## config.mk

```make
export PLATFORM = sky130hd
export DESIGN_NAME = kaktovik_scan_driver_flat
export DESIGN_NICKNAME = d
export VERILOG_FILES = /design/src/rtl/kaktovik_pkg.sv /design/src/rtl/kaktovik_scan_driver_if.sv /design/src/rtl/kaktovik_div20_step.sv /design/src/rtl/kaktovik_scan_driver.sv /design/src/flat_wrapper.sv
export SDC_FILE = /design/constraint.sdc
export NUM_CORES = 1
export LEC_CHECK = 0
export CAP_MARGIN = 30
export CORE_AREA = 4 4 119 109
export DETAILED_ROUTE_END_ITERATION = 6
export DIE_AREA = 0 0 123 113
export HOLD_SLACK_MARGIN = 0.06
export PLACE_DENSITY = 0.86
export SYNTH_ARGS = -nofsm -noshare
export SYNTH_HDL_FRONTEND = slang
export SYNTH_SLANG_ARGS = --single-unit
```

## constraint.sdc

```tcl
create_clock -name clk -period 9.3 [get_ports clk]
set_clock_uncertainty 0.2 [all_clocks]
set_input_delay 1.395 -clock clk [delete_from_list [all_inputs] [get_ports clk]]
set_output_delay 1.395 -clock clk [all_outputs]
set_load 0.01 [all_outputs]
```

## src/rtl/kaktovik_pkg.sv

```systemverilog
// Shared constants, types and the Kaktovik segment pattern for the scan driver.
// Segment bits are ordered {h,g,f,e,d,c,b,a}.
package kaktovik_pkg;

  localparam int unsigned BASE  = 20;
  localparam int unsigned SEG_W = 8;

  localparam int unsigned SEG_A = 0;
  localparam int unsigned SEG_B = 1;
  localparam int unsigned SEG_C = 2;
  localparam int unsigned SEG_D = 3;
  localparam int unsigned SEG_E = 4;
  localparam int unsigned SEG_F = 5;
  localparam int unsigned SEG_G = 6;
  localparam int unsigned SEG_H = 7;

  typedef logic [4:0] digit_t;

  typedef enum logic [1:0] {StIdle, StConv, StCommit} state_e;

  // Units (d % 5) fill the e..a field; fives (d / 5) fill the h..f field.
  function automatic logic [SEG_W-1:0] kaktovik_pattern(input digit_t digit, input logic blank);
    logic [SEG_W-1:0] p;
    logic [2:0]       u;
    logic [2:0]       f;
    p = '0;
    u = 3'(digit % 5'd5);
    f = 3'(digit / 5'd5);
    if (blank) begin
      p = '0;
    end else if (digit == '0) begin
      p[SEG_C] = 1'b1;
    end else begin
      case (u)
        3'd1:    p[SEG_A]       = 1'b1;
        3'd2:    p[SEG_C:SEG_A] = '1;
        3'd3:    p[SEG_D:SEG_A] = '1;
        3'd4:    p[SEG_E:SEG_A] = '1;
        default: p[SEG_B]       = 1'b0;
      endcase
      case (f)
        3'd1:    p[SEG_F]       = 1'b1;
        3'd2:    p[SEG_G:SEG_F] = '1;
        3'd3:    p[SEG_H:SEG_F] = '1;
        default: p[SEG_H]       = 1'b0;
      endcase
    end
    return p;
  endfunction

endpackage

```

## src/rtl/kaktovik_scan_driver_if.sv

```systemverilog
// Load handshake between the numeric datapath (master) and the scan driver (slave).
interface kaktovik_scan_driver_if #(
  parameter int unsigned WIDTH = 18
);
  logic             load;
  logic [WIDTH-1:0] value;
  logic             ready;
  logic             done;
  logic             ovf;

  modport master (output load, output value, input ready, input done, input ovf);
  modport slave  (input load, input value, output ready, output done, output ovf);
endinterface

```

## src/rtl/kaktovik_div20_step.sv

```systemverilog
// One base-20 long-division step: splits an accumulator into quotient and digit.
module kaktovik_div20_step
  import kaktovik_pkg::*;
#(
  parameter int unsigned WIDTH = 18
) (
  input  logic [WIDTH-1:0] acc_i,
  output logic [WIDTH-1:0] quot_o,
  output digit_t           rem_o
);

  assign quot_o = acc_i / WIDTH'(BASE);
  assign rem_o  = digit_t'(acc_i % WIDTH'(BASE));

endmodule

```

## src/rtl/kaktovik_scan_driver.sv

```systemverilog
// Time-multiplexed Kaktovik display driver: serial base-20 conversion, atomic commit
// into a display store, ripple leading-zero blanking and a prescaled digit scanner.
module kaktovik_scan_driver
  import kaktovik_pkg::*;
#(
  parameter int unsigned DIGITS   = 4,
  parameter int unsigned WIDTH    = 18,
  parameter int unsigned SCAN_DIV = 1000
) (
  input  logic                    clk,
  input  logic                    rst_n,
  kaktovik_scan_driver_if.slave   bus,
  input  logic                    rbz,
  input  logic                    lt_n,
  input  logic                    bi_n,
  input  logic                    al,
  output logic [SEG_W-1:0]        seg,
  output logic [DIGITS-1:0]       dig
);

  localparam int unsigned IDX_W = (DIGITS > 1) ? $clog2(DIGITS) : 1;
  localparam int unsigned CNT_W = $clog2(DIGITS + 1);
  localparam int unsigned PRE_W = (SCAN_DIV > 1) ? $clog2(SCAN_DIV) : 1;

  state_e                   state_q, state_d;
  logic [CNT_W-1:0]         cnt_q, cnt_d;
  logic [WIDTH-1:0]         acc_q, acc_d, quot;
  digit_t                   rem;
  digit_t [DIGITS-1:0]      conv_q, conv_d;
  digit_t [DIGITS-1:0]      store_q, store_d;
  logic [DIGITS-1:0]        blank_q, blank_d, blank_new;
  logic                     ovf_q, ovf_d;
  logic [IDX_W-1:0]         idx_q, idx_d;
  logic [PRE_W-1:0]         pre_q, pre_d;
  logic [SEG_W-1:0]         raw_q, raw_d, cur_pat;
  logic [DIGITS-1:0]        dig_q, dig_d;
  logic                     tick;
  logic                     above_zero;

  kaktovik_div20_step #(
    .WIDTH (WIDTH)
  ) u_div20 (
    .acc_i  (acc_q),
    .quot_o (quot),
    .rem_o  (rem)
  );

  // FSM: state register, next-state logic, outputs.
  always_ff @(posedge clk or negedge rst_n) begin
    if (!rst_n) state_q <= StIdle;
    else        state_q <= state_d;
  end

  always_comb begin
    state_d = state_q;
    unique case (state_q)
      StIdle:   if (bus.load) state_d = StConv;
      StConv:   if (cnt_q == CNT_W'(DIGITS - 1)) state_d = StCommit;
      StCommit: state_d = StIdle;
      default:  state_d = StIdle;
    endcase
  end

  always_comb begin
    bus.ready = (state_q == StIdle);
    bus.done  = (state_q == StCommit);
    bus.ovf   = ovf_q;
  end

  // A digit blanks only when it and every digit above it are zero; digit 0 never blanks.
  always_comb begin
    above_zero = 1'b1;
    blank_new  = '0;
    for (int i = DIGITS - 1; i >= 0; i--) begin
      above_zero   = above_zero & (conv_q[i] == '0);
      blank_new[i] = rbz & above_zero & (i != 0);
    end
  end

  always_comb begin
    acc_d   = acc_q;
    cnt_d   = cnt_q;
    conv_d  = conv_q;
    store_d = store_q;
    blank_d = blank_q;
    ovf_d   = ovf_q;
    unique case (state_q)
      StIdle: begin
        if (bus.load) begin
          acc_d = bus.value;
          cnt_d = '0;
        end
      end
      StConv: begin
        acc_d = quot;
        cnt_d = cnt_q + 1'b1;
        for (int i = 0; i < DIGITS; i++) begin
          if (cnt_q == CNT_W'(i)) conv_d[i] = rem;
        end
      end
      StCommit: begin
        store_d = conv_q;
        blank_d = blank_new;
        ovf_d   = (acc_q != '0);
      end
      default: ;
    endcase
  end

  // Scanner reads the registered store, so a commit on a tick edge shows next tick.
  always_comb begin
    tick    = (pre_q == PRE_W'(SCAN_DIV - 1));
    pre_d   = tick ? '0 : pre_q + 1'b1;
    cur_pat = ovf_q ? kaktovik_pattern(digit_t'(BASE - 1), 1'b0)
                    : kaktovik_pattern(store_q[idx_q], blank_q[idx_q]);
    idx_d   = idx_q;
    raw_d   = raw_q;
    dig_d   = dig_q;
    if (tick) begin
      idx_d = (idx_q == IDX_W'(DIGITS - 1)) ? '0 : idx_q + 1'b1;
      raw_d = (cur_pat | {SEG_W{~lt_n}}) & {SEG_W{bi_n}};
      dig_d = DIGITS'(1) << idx_q;
    end
  end

  always_ff @(posedge clk or negedge rst_n) begin
    if (!rst_n) begin
      cnt_q   <= '0;
      acc_q   <= '0;
      conv_q  <= '0;
      store_q <= '0;
      blank_q <= '1;
      ovf_q   <= 1'b0;
      idx_q   <= '0;
      pre_q   <= '0;
      raw_q   <= '0;
      dig_q   <= '0;
    end else begin
      cnt_q   <= cnt_d;
      acc_q   <= acc_d;
      conv_q  <= conv_d;
      store_q <= store_d;
      blank_q <= blank_d;
      ovf_q   <= ovf_d;
      idx_q   <= idx_d;
      pre_q   <= pre_d;
      raw_q   <= raw_d;
      dig_q   <= dig_d;
    end
  end

  assign seg = raw_q ^ {SEG_W{~al}};
  assign dig = dig_q;

endmodule

```

## src/flat_wrapper.sv

```systemverilog
// flat-port wrapper written by rule: the top's interface ports become plain ports
module kaktovik_scan_driver_flat import kaktovik_pkg::*;
#(
  parameter int unsigned DIGITS   = 4,
  parameter int unsigned WIDTH    = 18,
  parameter int unsigned SCAN_DIV = 1000
)
  (clk, rst_n, rbz, lt_n, bi_n, al, seg, dig, bus_load, bus_value, bus_ready, bus_done, bus_ovf);
  kaktovik_scan_driver_if #(.WIDTH(WIDTH)) bus_i ();
  input  logic clk;
  input  logic rst_n;
  input  logic rbz;
  input  logic lt_n;
  input  logic bi_n;
  input  logic al;
  output logic [SEG_W-1:0] seg;
  output logic [DIGITS-1:0] dig;
  input wire logic [$bits(bus_i.load)-1:0] bus_load;
  input wire logic [$bits(bus_i.value)-1:0] bus_value;
  output wire logic [$bits(bus_i.ready)-1:0] bus_ready;
  output wire logic [$bits(bus_i.done)-1:0] bus_done;
  output wire logic [$bits(bus_i.ovf)-1:0] bus_ovf;
  assign bus_i.load = bus_load;
  assign bus_i.value = bus_value;
  assign bus_ready = bus_i.ready;
  assign bus_done = bus_i.done;
  assign bus_ovf = bus_i.ovf;
  kaktovik_scan_driver #(.DIGITS(DIGITS), .WIDTH(WIDTH), .SCAN_DIV(SCAN_DIV)) u_core (.clk(clk), .rst_n(rst_n), .bus(bus_i), .rbz(rbz), .lt_n(lt_n), .bi_n(bi_n), .al(al), .seg(seg), .dig(dig));
endmodule
```

==> flow_summary_export.csv <==
group,metric,value,unit
status,outcome,"completed",
placement,port_buffers,39,
placement,gp_congestion,0.923,
floorplanning,die_w,123,um
detailed_routing,drtIter0Drc,779,
clock_network,cts_root_buffer,"clkbuf_16",
detailed_routing,viasPerCell,6.50,
clock_network,clock-sinks,92,
cells_and_area,final_common_cell,"nand2_1",
timing,fin_setup_tns,0,ns
logic_synthesis,synth_ff_type,"dfrtp_1",
cells_and_area,antenna_cells,0,
cells_and_area,final_cell_mix,"nand2_1, dfrtp_1, nor2_1",
clock_network,cts_setup_buffers,0,
clock_network,cts_buffer_depth,2,
logic_synthesis,synth_seq_cells,92,
grt,grt_pass1_wl,29100,um
timing,slew_viol_final,0,
setup_path,cp-end-kind,"flop",
logic_synthesis,yosys_warnings,0,
timing,hold_viol_final,0,
clock_network,cts_tree,"yes",
placement,dp_hpwl,12100,um
timing,post-route-period-util,65.9,%
clock_network,cts_inserted_buffers,9,
grt,grtUsageTotal,25.4,%
setup_path,cp_slowest_cell,"dfrtp_1",
logic_synthesis,synthArstFlopShare,100,%
timing,fmaxAchievable,0.163,GHz
clock_network,h-tree-depth,3,
cells_and_area,layout-drive-gt1-share,8.82,%
grt,grt_max_degree,72,
clock_network,holdBufCountCts,0,
setup_path,cp-start-kind,"flop",
floorplanning,fp.coreArea,11800,um^2
timing,tightest_slew,0.908,ns
timing,relSlewSlack,39.5,%
floorplanning,rows,38,
detailed_routing,drc,0,
setup_path,slowest_delay,0.78,ns
cells_and_area,nets,874,
floorplanning,pin_count,40,
hold_path,hold_class,"flop to flop",
grt,globalRouteOverflowTotal,0,
logic_synthesis,yosysUniqueCellTypes,101,
logic_synthesis,ys_seq_area_share,33.3,%
setup_path,path_cells,"nor2_1 -> a32o_1 -> a222oi_1 -> buf_4 -> nand4_1 -> or3_1 -> a311o_1 -> and2_4 -> a22oi_4 -> xnor2_1 -> mux2i_1 -> o21bai_1 -> nor2_1 -> o21ai_0 -> o21ai_1 -> a2111oi_4 -> nor2_1 -> a21oi_1",
floorplanning,die_area,13900,um^2
timing,grt_setup_unrepaired,"false",
floorplanning,initial_utilization,58.6,%
setup_path,path_common_cell,"nor2_1",
detailed_routing,routedWlPerCell,17.4,um
floorplanning,fp.dieH,113,um
grt,grt_antenna_before_repair,0,
setup_path,critical_path_class,"flop to flop",
timing,period_needed,6.13,ns
detailed_routing,drt_first_pass_iters,5,
cells_and_area,area_delta_synth_final,9.49,%
setup_path,critical_path.max_fanout,24,
detailed_routing,vias,6498,
detailed_routing,ant_nets,0,
grt,grt_pass1_vias,5990,
logic_synthesis,syn_inst,832,
job,maxCapViolCount,0,
clock_network,cts_resized,0,
detailed_routing,routed_wl,17400,um
logic_synthesis,syn_area,6930,um^2
logic_synthesis,synth_nets,872,
setup_path,arrival,6.19,ns
timing,setup_viol,0,
clock_network,insertion_delay,0.35,ns
setup_path,cp.required,9.37,ns
clock_network,path_clk_slew,0.07,ns
logic_synthesis,synth_edf_count,0,
logic_synthesis,avgSynthCellArea,8.33,um^2
cells_and_area,final.fill_count,944,
[critical path: cells and delay by family, from the launching register on]
kind,cells,cell delay (ns)
AO/OA/AOI/OAI,9,3.04
XOR/XNOR,1,0.22
buffers and inverters,1,0.27
flip-flops,1,0.78
multiplexers,1,0.13
AND/OR/NAND/NOR,6,1.38
[path summary, 6_finish.rpt]
check / start / end / slack (ns) / depth (start not counted)
worst max-delay path: u_core.acc_q[16] / u_core.conv_q[9] / 3.17 / 18
worst min-delay path: u_core.conv_q[4] / u_core.store_q[4] / 0.27 / 2
worst max register to register: u_core.acc_q[16] / u_core.conv_q[9] / 3.17 / 18
worst min register to register: u_core.conv_q[4] / u_core.store_q[4] / 0.27 / 2
max in group asynchronous: rst_n / u_core.acc_q[3] / 7.03 / 2
min in group asynchronous: rst_n / u_core.raw_q[7] / 0.72 / 1
[per-layer routing]
metal / up-vias / GRT usage, % / part of all wire (%)
met4: 0 / 6.20 / 1.7
met3: 37 / 4.10 / 7.4
met5: - / 0 / 0
li1: 3056 / - / -
met1: 3151 / 37.5 / 45
met2: 254 / 39.3 / 46
[Yosys cell counts (all sizes together) (6+ instances only)]
cell type / count / area share (%)
and3: 7 / 0.63
o21ai: 43 / 3.3
dfrtp: 88 / 32
mux2: 12 / 1.9
nor2b: 8 / 0.72
ha: 15 / 2.7
nand4: 19 / 1.7
xnor2: 20 / 2.5
nand2: 139 / 7.5
nor4: 8 / 0.81
mux2i: 11 / 1.7
clkbuf: 26 / 1.4
nor3b: 12 / 1.3
buf: 27 / 2.2
nand3: 26 / 2.1
o31ai: 12 / 1.4
inv: 27 / 1.5
a21oi: 56 / 4.1
and2: 11 / 1.0
a21o: 6 / 0.65
o22ai: 17 / 1.5
nor2: 62 / 3.4
a31oi: 12 / 1.1
nor3: 19 / 1.6
o311ai: 6 / 0.76
nand2b: 16 / 1.4
[stage by stage]
| stage | instances | hold WS, ns | utilization, % | setup slack (ns) | cell area, um^2 |
|---|---|---|---|---|---|
| 2_1_floorplan | 832 | 0.233 | - | 4.53 | 6930 |
| 3_3_place_gp | 981 | 0.254 | 61.6 | 3.10 | 7290 |
| 3_5_place_dp | 983 | 0.257 | 61.7 | 3.32 | 7310 |
| 4_1_cts | 999 | 0.272 | 64.1 | 3.28 | 7590 |
| 5_1_grt | 999 | 0.302 | 64.1 | 2.72 | 7590 |
| 6_report | 999 | 0.271 | 64.1 | 3.17 | 7590 |
[cell type report]
class / instances / area [um^2] / share of cell area, %
timing repair buffer: 44 / 427 / 5.62
clock inverter: 7 / 58.8 / 0.775
multi-input combinational: 657 / 4260 / 56.1
clock buffer: 9 / 225 / 2.97
tap: 160 / 200 / 2.64
inverter: 30 / 113 / 1.48
sequential: 92 / 2310 / 30.4
[flip-flops by register name, indices dropped and copies added (netlist names)]
name and count:
u_core.pre_q 10, u_core.bus.ovf 1, u_core.state_q 2, u_core.blank_q 4, u_core.cnt_q 3, u_core.idx_q 2
u_core.dig 4, u_core.conv_q 20, u_core.raw_q 8, u_core.store_q 20, u_core.acc_q 18
[kinds of logic after synthesis]
family | share of synthesized area (%)
XOR/XNOR | 3.03
buffers and inverters | 5.27
flip-flops | 33.3
AND/OR/NAND/NOR | 26.0
adder cells (fa/ha/maj) | 2.85
AO/OA/AOI/OAI | 24.3
multiplexers | 5.27
Power is not shown: default switching activity piles up to over one toggle a cycle in this logic, so the estimate is an artifact.
